[src/rtl/serial_adder_ctrl_if.sv]
//------------------------------------------------------------------------------
// Module  : serial_adder_ctrl_if
// Brief   : Request/result bundle between a requester and serial_adder_ctrl.
// Revision: 1.0
//------------------------------------------------------------------------------
`default_nettype none

interface serial_adder_ctrl_if #(
  parameter int WIDTH = 8
);
  logic             start;
  logic [WIDTH-1:0] a;
  logic [WIDTH-1:0] b;
  logic             carry_in;
  logic             busy;
  logic             done;
  logic [WIDTH-1:0] sum;
  logic             carry_out;

  modport master (
    output start, a, b, carry_in,
    input  busy, done, sum, carry_out
  );

  modport slave (
    input  start, a, b, carry_in,
    output busy, done, sum, carry_out
  );
endinterface

`default_nettype wire

[src/rtl/serial_adder_ctrl.sv]
//------------------------------------------------------------------------------
// Module  : serial_adder_ctrl
// Brief   : Bit-serial WIDTH-bit adder reusing one full-adder slice, LSB first.
// Revision: 1.0
//------------------------------------------------------------------------------
`default_nettype none

module serial_adder_ctrl #(
  parameter int WIDTH = 8
) (
  input  logic                 clk,
  input  logic                 rst,
  serial_adder_ctrl_if.slave   bus
);

  localparam int              c_CW   = (WIDTH > 1) ? $clog2(WIDTH) : 1;
  localparam logic [c_CW-1:0] c_LAST = c_CW'(WIDTH - 1);
  localparam logic [c_CW-1:0] c_ONE  = c_CW'(1);

  typedef enum logic [1:0] {
    S_IDLE = 2'd0,
    S_RUN  = 2'd1,
    S_DONE = 2'd2
  } state_t;

  state_t           r_state;
  state_t           w_next;

  logic [WIDTH-1:0] r_a;
  logic [WIDTH-1:0] r_b;
  logic [WIDTH-1:0] r_sum;
  logic             r_carry;
  logic             r_cout;
  logic [c_CW-1:0]  r_cnt;

  logic             w_sbit;
  logic             w_cbit;
  logic             w_last;
  logic             w_accept;
  logic             w_run;

  assign w_run    = (r_state == S_RUN);
  assign w_accept = (r_state == S_IDLE) && bus.start;
  assign w_last   = w_run && (r_cnt == c_LAST);

  // The single shared full-adder slice.
  assign w_sbit = r_a[0] ^ r_b[0] ^ r_carry;
  assign w_cbit = (r_a[0] & r_b[0]) | (r_a[0] & r_carry) | (r_b[0] & r_carry);

  always_ff @(posedge clk or posedge rst) begin
    if (rst) begin
      r_state <= S_IDLE;
    end else begin
      r_state <= w_next;
    end
  end

  always_comb begin
    w_next = S_IDLE;
    case (r_state)
      S_IDLE:  w_next = bus.start ? S_RUN : S_IDLE;
      S_RUN:   w_next = w_last ? S_DONE : S_RUN;
      S_DONE:  w_next = S_IDLE;
      default: w_next = S_IDLE;
    endcase
  end

  always_ff @(posedge clk or posedge rst) begin
    if (rst) begin
      r_a     <= '0;
      r_b     <= '0;
      r_sum   <= '0;
      r_carry <= 1'b0;
      r_cout  <= 1'b0;
      r_cnt   <= '0;
    end else if (w_accept) begin
      r_a     <= bus.a;
      r_b     <= bus.b;
      r_carry <= bus.carry_in;
      r_cnt   <= '0;
    end else if (w_run) begin
      r_a     <= r_a >> 1;
      r_b     <= r_b >> 1;
      r_carry <= w_cbit;
      r_sum   <= {w_sbit, r_sum[WIDTH-1:1]};
      // Counter parks on the last index rather than wrapping.
      if (w_last) begin
        r_cout <= w_cbit;
      end else begin
        r_cnt  <= r_cnt + c_ONE;
      end
    end
  end

  assign bus.busy      = (r_state == S_RUN) || (r_state == S_DONE);
  assign bus.done      = (r_state == S_DONE);
  assign bus.sum       = r_sum;
  assign bus.carry_out = r_cout;

endmodule

`default_nettype wire
[src/flat_wrapper.sv]
// flat-port wrapper written by rule: the top's interface ports become plain ports
module serial_adder_ctrl_flat 
#(
  parameter int WIDTH = 8
)
  (clk, rst, bus_start, bus_a, bus_b, bus_carry_in, bus_busy, bus_done, bus_sum, bus_carry_out);
  serial_adder_ctrl_if #(.WIDTH(WIDTH)) bus_i ();
  input  logic clk;
  input  logic rst;
  input wire logic [$bits(bus_i.start)-1:0] bus_start;
  input wire logic [$bits(bus_i.a)-1:0] bus_a;
  input wire logic [$bits(bus_i.b)-1:0] bus_b;
  input wire logic [$bits(bus_i.carry_in)-1:0] bus_carry_in;
  output wire logic [$bits(bus_i.busy)-1:0] bus_busy;
  output wire logic [$bits(bus_i.done)-1:0] bus_done;
  output wire logic [$bits(bus_i.sum)-1:0] bus_sum;
  output wire logic [$bits(bus_i.carry_out)-1:0] bus_carry_out;
  assign bus_i.start = bus_start;
  assign bus_i.a = bus_a;
  assign bus_i.b = bus_b;
  assign bus_i.carry_in = bus_carry_in;
  assign bus_busy = bus_i.busy;
  assign bus_done = bus_i.done;
  assign bus_sum = bus_i.sum;
  assign bus_carry_out = bus_i.carry_out;
  serial_adder_ctrl #(.WIDTH(WIDTH)) u_core (.clk(clk), .rst(rst), .bus(bus_i));
endmodule
[config.mk]
export PLATFORM = sky130hd
export DESIGN_NAME = serial_adder_ctrl_flat
export DESIGN_NICKNAME = d
export VERILOG_FILES = /design/src/rtl/serial_adder_ctrl_if.sv /design/src/rtl/serial_adder_ctrl.sv /design/src/flat_wrapper.sv
export SDC_FILE = /design/constraint.sdc
export NUM_CORES = 1
export LEC_CHECK = 0
export BUFFER_PORTS_ARGS = -buffer_cell sky130_fd_sc_hd__buf_2
export CAP_MARGIN = 15
export CORE_MARGIN = 2
export CORE_UTILIZATION = 40
export DETAILED_ROUTE_END_ITERATION = 10
export PLACE_DENSITY_LB_ADDON = 0.2
export SLEW_MARGIN = 25
export SYNTH_ARGS = -nofsm -noshare
export SYNTH_HDL_FRONTEND = slang
export SYNTH_SLANG_ARGS = --single-unit
[constraint.sdc]
create_clock -name clk -period 1.4 [get_ports clk]
set_input_delay 0.28 -clock clk [delete_from_list [all_inputs] [get_ports clk]]
set_output_delay 0.28 -clock clk [all_outputs]
set_load 0.05 [all_outputs]
==> results by stage <==
Global routing:
- The total grt overflow is 0.
- The number of antenna violations at the first check in global routing is 0.
- Entering global routing, the biggest net connects 39 pins.
- The via count of the first global-routing pass is between 900 and 1,000.
- The first global-routing pass estimated around 4100 µm of wire.
- Global routing used 13.3% of the available tracks across all layers.

Placement:
- The congestion estimate from routability-driven global placement came to about 0.7.
- At the placement stage, the worst setup path has a slack of about 0.033 ns.
- The half-perimeter wire length after placement is 1590 µm.
- The number of buffers inserted by port buffering is 30.
- After detailed placement, the total cell area comes to 1640 µm².

Yosys:
- The post-synthesis adder-cell area fraction is 5.68%.
- The combinational family with the most area after synthesis is multiplexers.
- The post-synthesis cell type count is 19.
- After synthesis, the share of cell area in mux cells is 20.2%.
- Averaged over all synthesized cells, the footprint is 12.4 µm².
- The share of the Yosys chip area taken by registers is 53.4%.
- The mapped netlist covers 1450 µm².
- The synthesized net count is 143.
- Of the post-synthesis cell area, the dominant cell type holds 53.4%.
- After synthesis the netlist holds a flip-flop and latch count of 31.
- The cell count after synthesis is between 100 and 150.
- Summing the areas of all compound-gate instances in the mapped netlist gives 5.86% of the synthesized area.
- The synthesized design spends more area on one cell type than any other, namely sky130_fd_sc_hd__dfrtp_1.
- The post-synthesis share of cell area spent on xor and xnor gates is 0.603%.
- The number of warnings printed during yosys synthesis is 0.
- By area the synthesized netlist is led by sky130_fd_sc_hd__dfrtp_1 (53%), sky130_fd_sc_hd__mux2i_1 (12%), sky130_fd_sc_hd__mux2_4 (6.2%).
- The simple-gate area share of the yosys netlist is 7.92%.

CTS:
- Clock latency on the worst-skew pair, taken at its later pin, is 0.32 ns.
- Counting the buffers created by CTS gives 5.
- In this run the number of H-tree levels came out at 2.
- The clock drives 31 sinks.
- TritonCTS built the clock tree.
- The longest clock path from root to sink contains 2 buffers.
- The clock-pin slew of the registers on the worst-case setup and hold paths is about 0.090 ns.
- In this run, post-CTS hold repair placed 0 buffers.
- The root buffer cell chosen for the clock tree is sky130_fd_sc_hd__clkbuf_4.

Worst setup path:
- The worst setup path is captured at an output pin.
- The category of the most critical setup path is register to output pin.
- The maximum fanout count along the critical path is 2.
- The required time at the worst-slack endpoint is roughly 1.1 ns.
- STA puts the critical path data arrival time at 1.18 ns.
- The startpoint type of the worst setup path is a register.

Finish:
- Measured on the finished design, the core utilization comes to 51.2%.
- Of the cells placed in the final design, the portion with a size suffix greater than 1 is 37.3%.
- The final cell area excluding filler cells is 1750 µm².
- The number of antenna cells inserted is 0.
- The synthesis-to-finish area growth is 20.5%.
- The net count of the finished layout is between 150 and 200.

Die:
- The number of top-level pins is 31.
- After floorplanning, the core was sized to cover 3420 µm².
- The floorplan step set the die height to 64.3 µm.
- The floorplan step defined a die boundary enclosing 4130 µm².
- The number of placement rows is 21.
- The die outline width is ~64 µm.
- The starting utilization of the core area is 42.5%.

Status:
- The checks that failed: setup timing.
- The flow ran to the end, but the final reports show violations.

STA:
- The minimum setup slack in the final design is -0.0603 ns.
- The final hold violation count was 0.
- Setup total negative slack on the finished layout was measured at -0.0836 ns.
- At the pin with the least slew margin, the transition time is 0.370 ns.
- Setup repair after global routing could not meet its margin everywhere.
- The final critical-path required period is 1.46 ns.
- Setup violations remaining at the end of the flow were counted as 5.
- The worst path uses 104% of the clock period.
- The worst clock skew is 0.00353 ns.
- Static timing analysis puts the maximum clock frequency at 0.685 GHz.
- The max-slew violation total from the final report is 0.
- Measured against its own limit, the worst slew margin works out to 75.3%.

Drt:
- Before antenna repair, the detailed router went through 4 iterations.
- In the routed layout, each cell is associated on average with a via count of 4.69.
- In this run the remaining antenna-violating nets after routing total 0.
- Summed over all layers, the routed wires come to 2390 µm.
- The violation count after the first detailed-routing iteration is 26.
- After detailed routing, the number of remaining DRC violations is 0.
- The routed length per instance is 12.0 µm.
- Detailed routing inserted a total of 933 vias.

Power and ir drop:
- The static leakage is slightly below 0.9 nW.
- Power spread over the standard cell area amounts to 2490 nW/µm².
- Overall power consumption after layout is estimated at 0.00435 W.
- The worst-case IR drop observed on VDD is 0.877 mV.

Job:
- Across the run, the number of max-cap violations was 0.

Worst hold path:
- The min-delay analysis places its worst path in the category input port to async pin.
final timing paths:
check / end / slack [ns] / cells past startpoint / startpoint
worst max-delay path: bus_busy / -0.06 / 3 / u_core.r_state[1]
worst min-delay path: u_core.bus.sum[5] / 0.01 / 3 / rst
worst max register to register: u_core.bus.sum[7] / -0.01 / 4 / u_core.r_state[1]
worst min register to register: u_core.bus.sum[0] / 0.51 / 1 / u_core.bus.sum[0]
max in group asynchronous: u_core.r_b[4] / 1.12 / 3 / rst
min in group clk: u_core.r_b[6] / 0.16 / 3 / bus_b[6]
placed cells by master, fill, tap and decap left out:
| cell | n |
|---|---|
| sky130_fd_sc_hd__buf_4 | 3 |
| sky130_fd_sc_hd__mux2_2 | 3 |
| sky130_fd_sc_hd__clkbuf_1 | 1 |
| sky130_fd_sc_hd__and2_4 | 1 |
| sky130_fd_sc_hd__nand2b_1 | 3 |
| sky130_fd_sc_hd__nand2_1 | 17 |
| sky130_fd_sc_hd__buf_8 | 1 |
| sky130_fd_sc_hd__inv_2 | 2 |
| sky130_fd_sc_hd__and2_1 | 1 |
| sky130_fd_sc_hd__ha_1 | 3 |
| sky130_fd_sc_hd__buf_6 | 1 |
| sky130_fd_sc_hd__fa_1 | 1 |
| sky130_fd_sc_hd__inv_1 | 1 |
| sky130_fd_sc_hd__ha_2 | 1 |
| sky130_fd_sc_hd__clkbuf_4 | 5 |
| sky130_fd_sc_hd__mux2i_1 | 17 |
| sky130_fd_sc_hd__clkbuf_8 | 2 |
| sky130_fd_sc_hd__dfrtp_1 | 31 |
| sky130_fd_sc_hd__nand2b_4 | 1 |
| sky130_fd_sc_hd__buf_12 | 2 |
| sky130_fd_sc_hd__o21ai_1 | 17 |
| sky130_fd_sc_hd__mux2_4 | 6 |
| sky130_fd_sc_hd__xor2_1 | 1 |
| sky130_fd_sc_hd__buf_2 | 28 |
| sky130_fd_sc_hd__ha_4 | 1 |
| sky130_fd_sc_hd__nor2_1 | 3 |
synthesized netlist by cell type:
library cell,n
sky130_fd_sc_hd__buf_8,1
sky130_fd_sc_hd__fa_1,1
sky130_fd_sc_hd__nand2_1,17
sky130_fd_sc_hd__and2_1,1
sky130_fd_sc_hd__inv_1,3
sky130_fd_sc_hd__and2_4,1
sky130_fd_sc_hd__buf_6,3
sky130_fd_sc_hd__xor2_1,1
sky130_fd_sc_hd__mux2_4,6
sky130_fd_sc_hd__mux2_2,3
sky130_fd_sc_hd__clkbuf_1,1
sky130_fd_sc_hd__dfrtp_1,31
sky130_fd_sc_hd__buf_12,1
sky130_fd_sc_hd__nand2b_1,4
sky130_fd_sc_hd__o21ai_1,17
sky130_fd_sc_hd__nor2_1,3
sky130_fd_sc_hd__ha_1,5
sky130_fd_sc_hd__mux2i_1,17
sky130_fd_sc_hd__buf_4,1
power breakdown:
group	internal, W	switching (W)	leakage (nW)
Clock	0.000295	0.000283	0.0386
Sequential	0.00131	0.000246	0.385
Combinational	0.000981	0.00124	0.471
layer usage:
layer	share of wire (%)	global-route usage, %	vias to the layer above
li1	-	-	462
met1	45	15.2	440
met2	48	21.4	25
met3	6.2	5.11	6
met4	1.3	7.18	0
met5	0	0	-
registers in the layout (all words and copies together) (netlist names):
| register | count |
|---|---|
| u_core.bus.sum | 8 |
| u_core.bus.carry_out | 1 |
| u_core.r_b | 8 |
| u_core.r_state | 2 |
| u_core.r_carry | 1 |
| u_core.r_a | 8 |
| u_core.r_cnt | 3 |
cell type report:
class / instances / area (µm²)
tap: 46 / 57.6
clock buffer: 8 / 68.8
multi-input combinational: 76 / 608
fill: 322 / 1670
timing repair buffer: 35 / 229
inverter: 3 / 11.3
sequential: 31 / 776
cells by family after synthesis:
logic type / after synthesis
DFF: 31
muxes: 26
and+or+nand+nor: 26
AOI/OAI and AO/OA: 17
buffers and inverters: 10
adders and majority gates: 6
xor gates and xnor gates: 1
through the flow:
| step | hold slack, ns | cells |
|---|---|---|
| 2_1_floorplan | 0.384 | 117 |
| 3_3_place_gp | 0.372 | 190 |
| 3_5_place_dp | 0.373 | 190 |
| 4_1_cts | 0.0146 | 198 |
| 5_1_grt | 0.0409 | 199 |
| 6_report | 0.00982 | 199 |
critical path, cell delays in order, from the launching register on:
cell,delay [ns]
sky130_fd_sc_hd__dfrtp_1,0.39
sky130_fd_sc_hd__inv_2,0.07
sky130_fd_sc_hd__ha_4,0.27
sky130_fd_sc_hd__buf_8,0.13
timing repair:
item	CTS	global route
endpoints found under the setup margin	2	20
setup buffers	0	1
resized for setup	8	3
hold endpoints to repair	0	0
pin swaps	1	0
Power figures use the tool's default switching activity.
